### src/rtl/ps2_pkg.sv
// Shared PS/2 Set-2 definitions for the ASCII-to-scancode transmit path:
// scancode constants, the transmit FSM state type and a letter lookup helper.
package ps2_pkg;

    // Modifier, prefix and control keys
    localparam logic [7:0] SC_LSHIFT   = 8'h12;
    localparam logic [7:0] SC_BREAK    = 8'hF0;
    localparam logic [7:0] SC_SPACE    = 8'h29;
    localparam logic [7:0] SC_BKSP     = 8'h66;
    localparam logic [7:0] SC_TAB      = 8'h0D;

    // Punctuation keys (unshifted legends)
    localparam logic [7:0] SC_BACKTICK = 8'h0E;
    localparam logic [7:0] SC_MINUS    = 8'h4E;
    localparam logic [7:0] SC_EQUAL    = 8'h55;
    localparam logic [7:0] SC_BSLASH   = 8'h5D;

    // Digit row
    localparam logic [7:0] SC_0 = 8'h45;
    localparam logic [7:0] SC_1 = 8'h16;
    localparam logic [7:0] SC_2 = 8'h1E;
    localparam logic [7:0] SC_3 = 8'h26;
    localparam logic [7:0] SC_4 = 8'h25;
    localparam logic [7:0] SC_5 = 8'h2E;
    localparam logic [7:0] SC_6 = 8'h36;
    localparam logic [7:0] SC_7 = 8'h3D;
    localparam logic [7:0] SC_8 = 8'h3E;
    localparam logic [7:0] SC_9 = 8'h46;

    // Letter keys
    localparam logic [7:0] SC_A = 8'h1C;
    localparam logic [7:0] SC_B = 8'h32;
    localparam logic [7:0] SC_C = 8'h21;
    localparam logic [7:0] SC_D = 8'h23;
    localparam logic [7:0] SC_E = 8'h24;
    localparam logic [7:0] SC_F = 8'h2B;
    localparam logic [7:0] SC_G = 8'h34;
    localparam logic [7:0] SC_H = 8'h33;
    localparam logic [7:0] SC_I = 8'h43;
    localparam logic [7:0] SC_J = 8'h3B;
    localparam logic [7:0] SC_K = 8'h42;
    localparam logic [7:0] SC_L = 8'h4B;
    localparam logic [7:0] SC_M = 8'h3A;
    localparam logic [7:0] SC_N = 8'h31;
    localparam logic [7:0] SC_O = 8'h44;
    localparam logic [7:0] SC_P = 8'h4D;
    localparam logic [7:0] SC_Q = 8'h15;
    localparam logic [7:0] SC_R = 8'h2D;
    localparam logic [7:0] SC_S = 8'h1B;
    localparam logic [7:0] SC_T = 8'h2C;
    localparam logic [7:0] SC_U = 8'h3C;
    localparam logic [7:0] SC_V = 8'h2A;
    localparam logic [7:0] SC_W = 8'h1D;
    localparam logic [7:0] SC_X = 8'h22;
    localparam logic [7:0] SC_Y = 8'h35;
    localparam logic [7:0] SC_Z = 8'h1A;

    // Make/break sequencing states: shift make, key make, key break, shift break
    typedef enum logic [2:0] {
        IDLE   = 3'd0,
        SH_MK  = 3'd1,
        KEY_MK = 3'd2,
        KB_F0  = 3'd3,
        KB     = 3'd4,
        SB_F0  = 3'd5,
        SB     = 3'd6
    } tx_state_t;

    // Letter index 0..25 (a..z) to key code; both cases share the same key
    function automatic logic [7:0] letter_code(input logic [4:0] idx);
        logic [7:0] c;
        case (idx)
            5'd0:  c = SC_A;
            5'd1:  c = SC_B;
            5'd2:  c = SC_C;
            5'd3:  c = SC_D;
            5'd4:  c = SC_E;
            5'd5:  c = SC_F;
            5'd6:  c = SC_G;
            5'd7:  c = SC_H;
            5'd8:  c = SC_I;
            5'd9:  c = SC_J;
            5'd10: c = SC_K;
            5'd11: c = SC_L;
            5'd12: c = SC_M;
            5'd13: c = SC_N;
            5'd14: c = SC_O;
            5'd15: c = SC_P;
            5'd16: c = SC_Q;
            5'd17: c = SC_R;
            5'd18: c = SC_S;
            5'd19: c = SC_T;
            5'd20: c = SC_U;
            5'd21: c = SC_V;
            5'd22: c = SC_W;
            5'd23: c = SC_X;
            5'd24: c = SC_Y;
            5'd25: c = SC_Z;
            default: c = 8'h00;
        endcase
        return c;
    endfunction

endpackage

### src/rtl/ascii_scancode_lut.sv
// Combinational ASCII to PS/2 Set-2 key lookup.
// Reports whether the character is typeable, whether Left Shift must wrap it,
// and the base key code. Shifted punctuation (!@#$%^&*()~_+|) is only
// recognised when ASCII_SCANCODE_SHIFT_SYMBOLS_EN is defined.
import ps2_pkg::*;

module ascii_scancode_lut (
    input  logic [7:0] in_ascii,
    output logic       supported,
    output logic       needs_shift,
    output logic [7:0] code
);

    // Letters map by their low five bits (a/A = 1 .. z/Z = 26); everything else by table
    always_comb begin
        supported   = 1'b0;
        needs_shift = 1'b0;
        code        = 8'h00;
        if (in_ascii >= 8'h61 && in_ascii <= 8'h7A) begin
            supported = 1'b1;
            code      = letter_code(in_ascii[4:0] - 5'd1);
        end else if (in_ascii >= 8'h41 && in_ascii <= 8'h5A) begin
            supported   = 1'b1;
            needs_shift = 1'b1;
            code        = letter_code(in_ascii[4:0] - 5'd1);
        end else begin
            case (in_ascii)
                8'h30: begin supported = 1'b1; code = SC_0; end
                8'h31: begin supported = 1'b1; code = SC_1; end
                8'h32: begin supported = 1'b1; code = SC_2; end
                8'h33: begin supported = 1'b1; code = SC_3; end
                8'h34: begin supported = 1'b1; code = SC_4; end
                8'h35: begin supported = 1'b1; code = SC_5; end
                8'h36: begin supported = 1'b1; code = SC_6; end
                8'h37: begin supported = 1'b1; code = SC_7; end
                8'h38: begin supported = 1'b1; code = SC_8; end
                8'h39: begin supported = 1'b1; code = SC_9; end
                8'h60: begin supported = 1'b1; code = SC_BACKTICK; end
                8'h2D: begin supported = 1'b1; code = SC_MINUS; end
                8'h3D: begin supported = 1'b1; code = SC_EQUAL; end
                8'h5C: begin supported = 1'b1; code = SC_BSLASH; end
                8'h08: begin supported = 1'b1; code = SC_BKSP; end
                8'h20: begin supported = 1'b1; code = SC_SPACE; end
                8'h09: begin supported = 1'b1; code = SC_TAB; end
`ifdef ASCII_SCANCODE_SHIFT_SYMBOLS_EN
                8'h21: begin supported = 1'b1; needs_shift = 1'b1; code = SC_1; end
                8'h40: begin supported = 1'b1; needs_shift = 1'b1; code = SC_2; end
                8'h23: begin supported = 1'b1; needs_shift = 1'b1; code = SC_3; end
                8'h24: begin supported = 1'b1; needs_shift = 1'b1; code = SC_4; end
                8'h25: begin supported = 1'b1; needs_shift = 1'b1; code = SC_5; end
                8'h5E: begin supported = 1'b1; needs_shift = 1'b1; code = SC_6; end
                8'h26: begin supported = 1'b1; needs_shift = 1'b1; code = SC_7; end
                8'h2A: begin supported = 1'b1; needs_shift = 1'b1; code = SC_8; end
                8'h28: begin supported = 1'b1; needs_shift = 1'b1; code = SC_9; end
                8'h29: begin supported = 1'b1; needs_shift = 1'b1; code = SC_0; end
                8'h7E: begin supported = 1'b1; needs_shift = 1'b1; code = SC_BACKTICK; end
                8'h5F: begin supported = 1'b1; needs_shift = 1'b1; code = SC_MINUS; end
                8'h2B: begin supported = 1'b1; needs_shift = 1'b1; code = SC_EQUAL; end
                8'h7C: begin supported = 1'b1; needs_shift = 1'b1; code = SC_BSLASH; end
`endif
                default: begin
                    supported   = 1'b0;
                    needs_shift = 1'b0;
                    code        = 8'h00;
                end
            endcase
        end
    end

endmodule

### src/rtl/ascii_scancode_tx.sv
// ASCII character to PS/2 Set-2 make/break byte sequence generator.
// Accepts one character when idle, then streams shift-make (optional), key
// make, key break and shift break (optional) under a valid/ready handshake.
// Shifted punctuation support is enabled with ASCII_SCANCODE_SHIFT_SYMBOLS_EN
// (handled entirely inside ascii_scancode_lut).
import ps2_pkg::*;

module ascii_scancode_tx #(
    parameter logic [7:0] SHIFT_CODE   = SC_LSHIFT,
    parameter logic [7:0] BREAK_PREFIX = SC_BREAK
) (
    input  logic       clk,
    input  logic       reset,
    input  logic [7:0] in_ascii,
    input  logic       in_valid,
    output logic       in_ready,
    output logic [7:0] out_scan,
    output logic       out_valid,
    input  logic       out_ready,
    output logic       error
);

    tx_state_t  state;
    tx_state_t  next_state;
    logic [7:0] code_q;
    logic       shift_q;
    logic       error_q;

    logic       lut_supported;
    logic       lut_shift;
    logic [7:0] lut_code;
    logic       accept;

    ascii_scancode_lut u_lut (
        .in_ascii    (in_ascii),
        .supported   (lut_supported),
        .needs_shift (lut_shift),
        .code        (lut_code)
    );

    assign in_ready = (state == IDLE);
    assign accept   = in_valid && in_ready;
    assign error    = error_q;

    // State register, character latch and the one-cycle drop indication
    always_ff @(posedge clk) begin
        if (reset) begin
            state   <= IDLE;
            code_q  <= 8'h00;
            shift_q <= 1'b0;
            error_q <= 1'b0;
        end else begin
            state   <= next_state;
            error_q <= accept && !lut_supported;
            if (accept && lut_supported) begin
                code_q  <= lut_code;
                shift_q <= lut_shift;
            end
        end
    end

    // Byte selection per state; a state only advances once its byte is taken
    always_comb begin
        next_state = state;
        out_valid  = 1'b0;
        out_scan   = 8'h00;
        case (state)
            IDLE: begin
                if (accept && lut_supported) begin
                    next_state = lut_shift ? SH_MK : KEY_MK;
                end
            end
            SH_MK: begin
                out_valid = 1'b1;
                out_scan  = SHIFT_CODE;
                if (out_ready) next_state = KEY_MK;
            end
            KEY_MK: begin
                out_valid = 1'b1;
                out_scan  = code_q;
                if (out_ready) next_state = KB_F0;
            end
            KB_F0: begin
                out_valid = 1'b1;
                out_scan  = BREAK_PREFIX;
                if (out_ready) next_state = KB;
            end
            KB: begin
                out_valid = 1'b1;
                out_scan  = code_q;
                if (out_ready) next_state = shift_q ? SB_F0 : IDLE;
            end
            SB_F0: begin
                out_valid = 1'b1;
                out_scan  = BREAK_PREFIX;
                if (out_ready) next_state = SB;
            end
            SB: begin
                out_valid = 1'b1;
                out_scan  = SHIFT_CODE;
                if (out_ready) next_state = IDLE;
            end
            default: begin
                next_state = IDLE;
            end
        endcase
    end

endmodule
### config.mk
export PLATFORM = sky130hd
export DESIGN_NAME = ascii_scancode_tx
export DESIGN_NICKNAME = d
export VERILOG_FILES = /design/src/rtl/ps2_pkg.sv /design/src/rtl/ascii_scancode_lut.sv /design/src/rtl/ascii_scancode_tx.sv
export SDC_FILE = /design/constraint.sdc
export NUM_CORES = 1
export LEC_CHECK = 0
export ABC_AREA = 1
export BUFFER_PORTS_ARGS = -buffer_cell sky130_fd_sc_hd__buf_2
export CAP_MARGIN = 10
export CORE_UTILIZATION = 50
export CTS_CLUSTER_DIAMETER = 200
export CTS_CLUSTER_SIZE = 30
export DETAILED_ROUTE_END_ITERATION = 8
export GPL_ROUTABILITY_DRIVEN = 0
export PLACE_DENSITY = 0.71
export SYNTH_ARGS = -nofsm -noshare
export SYNTH_HDL_FRONTEND = slang
export SYNTH_SLANG_ARGS = --single-unit
export TNS_END_PERCENT = 5
### constraint.sdc
create_clock -name clk -period 3.1 [get_ports clk]
set_clock_uncertainty 0.15 [all_clocks]
set_input_delay 0 -clock clk [delete_from_list [all_inputs] [get_ports clk]]
set_output_delay 0 -clock clk [all_outputs]
set_load 0.02 [all_outputs]
==> results of run 1 <==
## per-stage QoR
step	std cells	cell area (um2)	utilization, %
2_1_floorplan	309	1710	-
3_3_place_gp	370	1830	58.1
3_5_place_dp	370	1830	58.1
4_1_cts	379	1920	60.8
5_1_grt	379	1920	60.8
6_report	379	1920	60.8
## cell type report
| type | count | area (um2) | area share (%) |
|---|---|---|---|
| Sequential cell | 12 | 240 | 12.5 |
| Inverter | 46 | 175 | 9.13 |
| Clock buffer | 4 | 36.3 | 1.89 |
| Timing Repair Buffer | 27 | 160 | 8.35 |
| Tap cell | 44 | 55.1 | 2.87 |
| Multi-Input combinational cell | 246 | 1250 | 65.2 |
## cells by family (layout without fill, tap and decap cells)
family          Yosys count  after routing  synth area share [%]
compound gates           47             47                  16.3
fa+ha+maj                10             10                  7.32
buf+inv                  51             77                  12.7
flops                    12             12                  14.1
simple gates            187            187                  48.1
xor+xnor                  2              2                  1.46
## metal layers
layer	up-vias	GRT usage (%)	share of wire (%)
li1	1045	-	-
met3	13	0.853	3.6
met5	-	0	0
met4	0	14.3	2.9
met1	875	31.4	46
met2	70	45.1	47
## layout by cell type (no fill, tap or decap)
cell type	count
nand2_1	91
nor2_1	45
inv_1	39
buf_2	22
nand3_1	21
a21oi_1	17
o21ai_0	14
dfxtp_1	12
ha_1	10
nor3_1	8
nand2_2	7
inv_2	6
nand4_1	6
dlygate4sd3_1	5
o211ai_1	4
a21oi_2	4
nor2_2	3
clkbuf_4	3
nand3b_1	2
nor2_4	2
o21ai_1	2
a211oi_1	1
nand2_4	1
inv_4	1
nand3_4	1
xor2_2	1
xor2_1	1
o22ai_1	1
a31oi_1	1
a211oi_2	1
o21a_1	1
a311oi_1	1
clkbuf_8	1
## what timing repair did
item	CTS	global route
hold endpoints to repair	9	0
setup buffers	0	0
hold buffers	5	0
setup endpoints to repair	0	0
resized for setup	0	0
## state kept, by name (all words and copies together) (netlist names)
signal and cells:
code_q 7, shift_q 1, error 1, state 3
## final timing paths
kind         cells after the start               endpoint  slack [ps]
min                              8   shift_q$_SDFFE_PP0P_         230
max reg2reg                     10  state[2]$_SDFFE_PP0P_         570
min reg2reg                      2   shift_q$_SDFFE_PP0P_         310
max                             10  state[2]$_SDFFE_PP0P_         570
## worst max-delay path, cell delays in order (launching register included)
cell and delay [ps]:
dfxtp_1 370, nor2_1 140, inv_1 80, nor2_1 270, nand2_1 130, inv_1 190
nand2_2 210, nand2_1 180, nand3_1 90, a21oi_1 120, dlygate4sd3_1 550
## power breakdown
| group | switching (mW) | internal (mW) |
|---|---|---|
| Clock | 0.0542 | 0.0715 |
| Combinational | 0.264 | 0.120 |
| Sequential | 0.0199 | 0.177 |
| Total | 0.338 | 0.368 |
==> results.sh, run 1 <==
export IMPL_status="finished, final reports clean"
export IMPL_end_kind="flop"
export IMPL_slew_headroom_pct=60.1
export IMPL_p_per_area_nw_per_um2=368
export IMPL_syn_cell_area_um2=1710
export IMPL_peakVddDrop_mv=0.142
export IMPL_netlist_top_cells_area="nand2_1, dfxtp_1, nor2_1"
export IMPL_netlist_top_cells_count="nand2_1, nor2_1, inv_1"
export IMPL_arrival_ps=2610
export IMPL_final_net_count=358
export IMPL_crit_start="state[1]$_SDFFE_PP0P_"
export IMPL_fin_tns_setup_ps=0
export IMPL_totalWireLength_um=4280
export IMPL_r2r_start="state[1]$_SDFFE_PP0P_"
export IMPL_drc_errors=0
export IMPL_critPathLaunchType="flop"
export IMPL_hold_viol_final=0
export IMPL_port_buffers=22
export IMPL_grt_max_degree=13
export IMPL_syn_area_per_cell_um2=5.53
export IMPL_cp_max_fo=12
export IMPL_worst_pin_slew_ps=596
export IMPL_area_delta_synth_final_pct=12.2
export IMPL_yosysWarnings=0
export IMPL_yosysSeqAreaShare_pct=14.1
export IMPL_vias=2003
export IMPL_start_util_pct=54.2
export IMPL_antenna_left=0
export IMPL_yosysUniqueCellTypes=32
export IMPL_drive_gt1_share_pct=15.8
export IMPL_hp_start="in_ascii[7]"
export IMPL_fp_row_count=20
export IMPL_total_power_mw=0.707
export IMPL_cts_made_buffers=3
export IMPL_synth_edf_count=0
export IMPL_crit_required_ps=3180
export IMPL_whs_ps=228
export IMPL_synth_top_area_share_pct=20.0
export IMPL_die_y_um=60.5
export IMPL_first_pass_iters=4
export IMPL_cts_root_buf="clkbuf_4"
export IMPL_yosys_area_top_type="nand2_1"
export IMPL_wire_per_inst_um=11.3
export IMPL_syn_nets=331
export IMPL_antenna_found_initial=0
export IMPL_overflow=0
export IMPL_fin_crit_sh_pct=81.7
export IMPL_setup_ws_ps=567
export IMPL_fin_crit_ps=2530
export IMPL_dp_hpwl_um=3430
export IMPL_clock_path_buffers=2
export IMPL_drt_iter0_drc=157
export IMPL_grt_setup_unrepaired="no"
export IMPL_diodes=0
export IMPL_yosysMostFrequentCell="nand2_1"
export IMPL_maxCapViolations=0
export IMPL_hp_class="input port to flop"
export IMPL_fillCellCount=331
export IMPL_vias_per_cell=5.28
export IMPL_synth_main_ff_cell="dfxtp_1"
export IMPL_grt_first_pass_wirelength_um=7230
export IMPL_track_usage_pct=25.6
export IMPL_cts_tree="built"
export IMPL_clk_pin_slew_worst_paths_ps=80
export IMPL_die_w_um=60.5
export IMPL_fmax_mhz=395
export IMPL_crit_type="flop to flop"
export IMPL_cts_sinks=12
export IMPL_dp_slack_ps=863
export IMPL_core_area_um2=3150
export IMPL_grt_pass1_vias=1784
export IMPL_leakage_nw=0.992
export IMPL_htree_levels=1
export IMPL_synth_cells=309
export IMPL_ios=23
export IMPL_setup_viol=0
export IMPL_async_flop_share_pct=0
export IMPL_clk_latency_ps=280
export IMPL_synth_seq_cells=12
export IMPL_drv_slew=0
export IMPL_die_area_um2=3660
No activity file was read; power rests on OpenSTA's default activity.
==> inputs of run 2 (changes only) <==
clock period = 2.55 ns   (was 3.1 ns; I/O delays follow)
==> run 2 against run 1 <==
Compared with the run above: via count decreased by 1.3%; sequential power increased by 21%; setup slack got worse by 340 ps; critical path type unchanged; critical endpoint unchanged.
==> results.sh, run 2 (synthesis results as in run 1) <==
export IMPL_status="finished, final reports clean"
export IMPL_maxCapViolations=0
export IMPL_layout_common_cells="nand2_1, nor2_1, inv_1"
export IMPL_antenna_found_initial=0
export IMPL_worst_pin_slew_ps=375
export IMPL_core_area_um2=3150
export IMPL_final_net_count=359
export IMPL_stdcell_count=379
export IMPL_peakVddDrop_mv=0.154
export IMPL_fmax_mhz=430
export IMPL_final_common_cell="nand2_1"
export IMPL_leakage_nw=0.994
export IMPL_critPathLaunchType="flop"
export IMPL_slew_headroom_pct=75.0
export IMPL_port_buffers=22
export IMPL_cts_tree="built"
export IMPL_cts_made_buffers=3
export IMPL_ios=23
export IMPL_fin_crit_sh_pct=91.1
export IMPL_final_area_um2=1910
export IMPL_grt_first_pass_wirelength_um=7220
export IMPL_setup_viol=0
export IMPL_end_kind="flop"
export IMPL_track_usage_pct=25.7
export IMPL_crit_type="flop to flop"
export IMPL_fin_crit_ps=2320
export IMPL_die_area_um2=3660
export IMPL_place_inst=372
export IMPL_die_y_um=60.5
export IMPL_hold_viol_final=0
export IMPL_wire_per_inst_um=11.3
export IMPL_start_util_pct=54.2
export IMPL_vias=1977
export IMPL_clk_latency_ps=280
export IMPL_grt_max_degree=13
export IMPL_clock_path_buffers=2
export IMPL_antenna_left=0
export IMPL_placed_cell_area_um2=1850
export IMPL_top_regs="code_q: 7 flops, state: 3 flops"
export IMPL_dp_hpwl_um=3410
export IMPL_diodes=0
export IMPL_cp_max_fo=7
export IMPL_clk_pin_slew_worst_paths_ps=70
export IMPL_cts_setup_buffers=0
export IMPL_largest_register="code_q"
export IMPL_totalWireLength_um=4270
export IMPL_first_pass_iters=4
export IMPL_cts_sinks=12
export IMPL_vias_per_cell=5.22
export IMPL_fp_row_count=20
export IMPL_fin_tns_setup_ps=0
export IMPL_drt_iter0_drc=78
export IMPL_overflow=0
export IMPL_die_w_um=60.5
export IMPL_hp_class="input port to flop"
export IMPL_drive_gt1_share_pct=16.4
export IMPL_drv_slew=0
export IMPL_largest_register_ffs=7
export IMPL_area_delta_synth_final_pct=12.0
export IMPL_p_per_area_nw_per_um2=436
export IMPL_htree_levels=1
export IMPL_crit_required_ps=2570
export IMPL_drc_errors=0
export IMPL_grt_setup_unrepaired="no"
export IMPL_grt_pass1_vias=1749
export IMPL_cts_root_buf="clkbuf_4"
export IMPL_arrival_ps=2340
## run 2: cell types whose count changed in the layout (fill, tap and decap cells not counted), sizes merged
cell / previous run / this run
dlygate4sd3: 5 / 4
clkbuf: 4 / 3
buf: 22 / 24
## run 2: metal layers
layer	up-vias	global-route usage, %	part of all wire [%]
met5	-	0	0
met4	0	10.7	2.0
met3	11	1.71	3.2
met2	60	46.8	47
met1	863	31.1	47
li1	1043	-	-
## run 2: final timing paths
check / from / to / slack (ps) / cells after the start
setup / recovery: state[1]$_SDFFE_PP0P_ / state[2]$_SDFFE_PP0P_ / 230 / 11
setup reg to reg: state[1]$_SDFFE_PP0P_ / state[2]$_SDFFE_PP0P_ / 230 / 11
hold reg to reg: code_q[0]$_SDFFE_PP0P_ / code_q[0]$_SDFFE_PP0P_ / 320 / 2
hold / removal: in_ascii[7] / shift_q$_SDFFE_PP0P_ / 230 / 8
## run 2: critical path, stage by stage, from the launching register on
cell and delay [ps]:
dfxtp_1 440, nor2_1 80, inv_1 90, nor2_1 60, buf_4 160, inv_1 80, o21ai_0 140, nor2_1 200
inv_1 110, nand3_1 100, a21oi_1 60, dlygate4sd3_1 550
## run 2: power breakdown
part	total, mW	switching (mW)	internal [mW]
Combinational	0.478	0.320	0.157
Sequential	0.239	0.0236	0.215
Clock	0.117	0.0626	0.0548
## run 2: layout make-up
type	instances	area, um2
Clock buffer	3	22.5
Fill cell	328	1240
Inverter	46	175
Multi-Input combinational cell	246	1260
Sequential cell	12	240
Tap cell	44	55.1
Timing Repair Buffer	28	165
## run 2: stage by stage
stage                     hold slack (ps)  setup WS, ps  power [mW]  utilization (%)
after floorplan                      5.48           681       0.586                -
after global placement                140           392       0.710             58.6
after detailed placement              139           375       0.708             58.6
after CTS                             216           162       0.826             60.6
after global routing                  299          25.8       0.908             60.7
final                                 229           226       0.834             60.7
## run 2: repair_timing
action,4_1_cts,5_1_grt
hold endpoints to repair,9,0
hold buffers,4,0
resized for setup,0,2
setup endpoints to repair,0,1
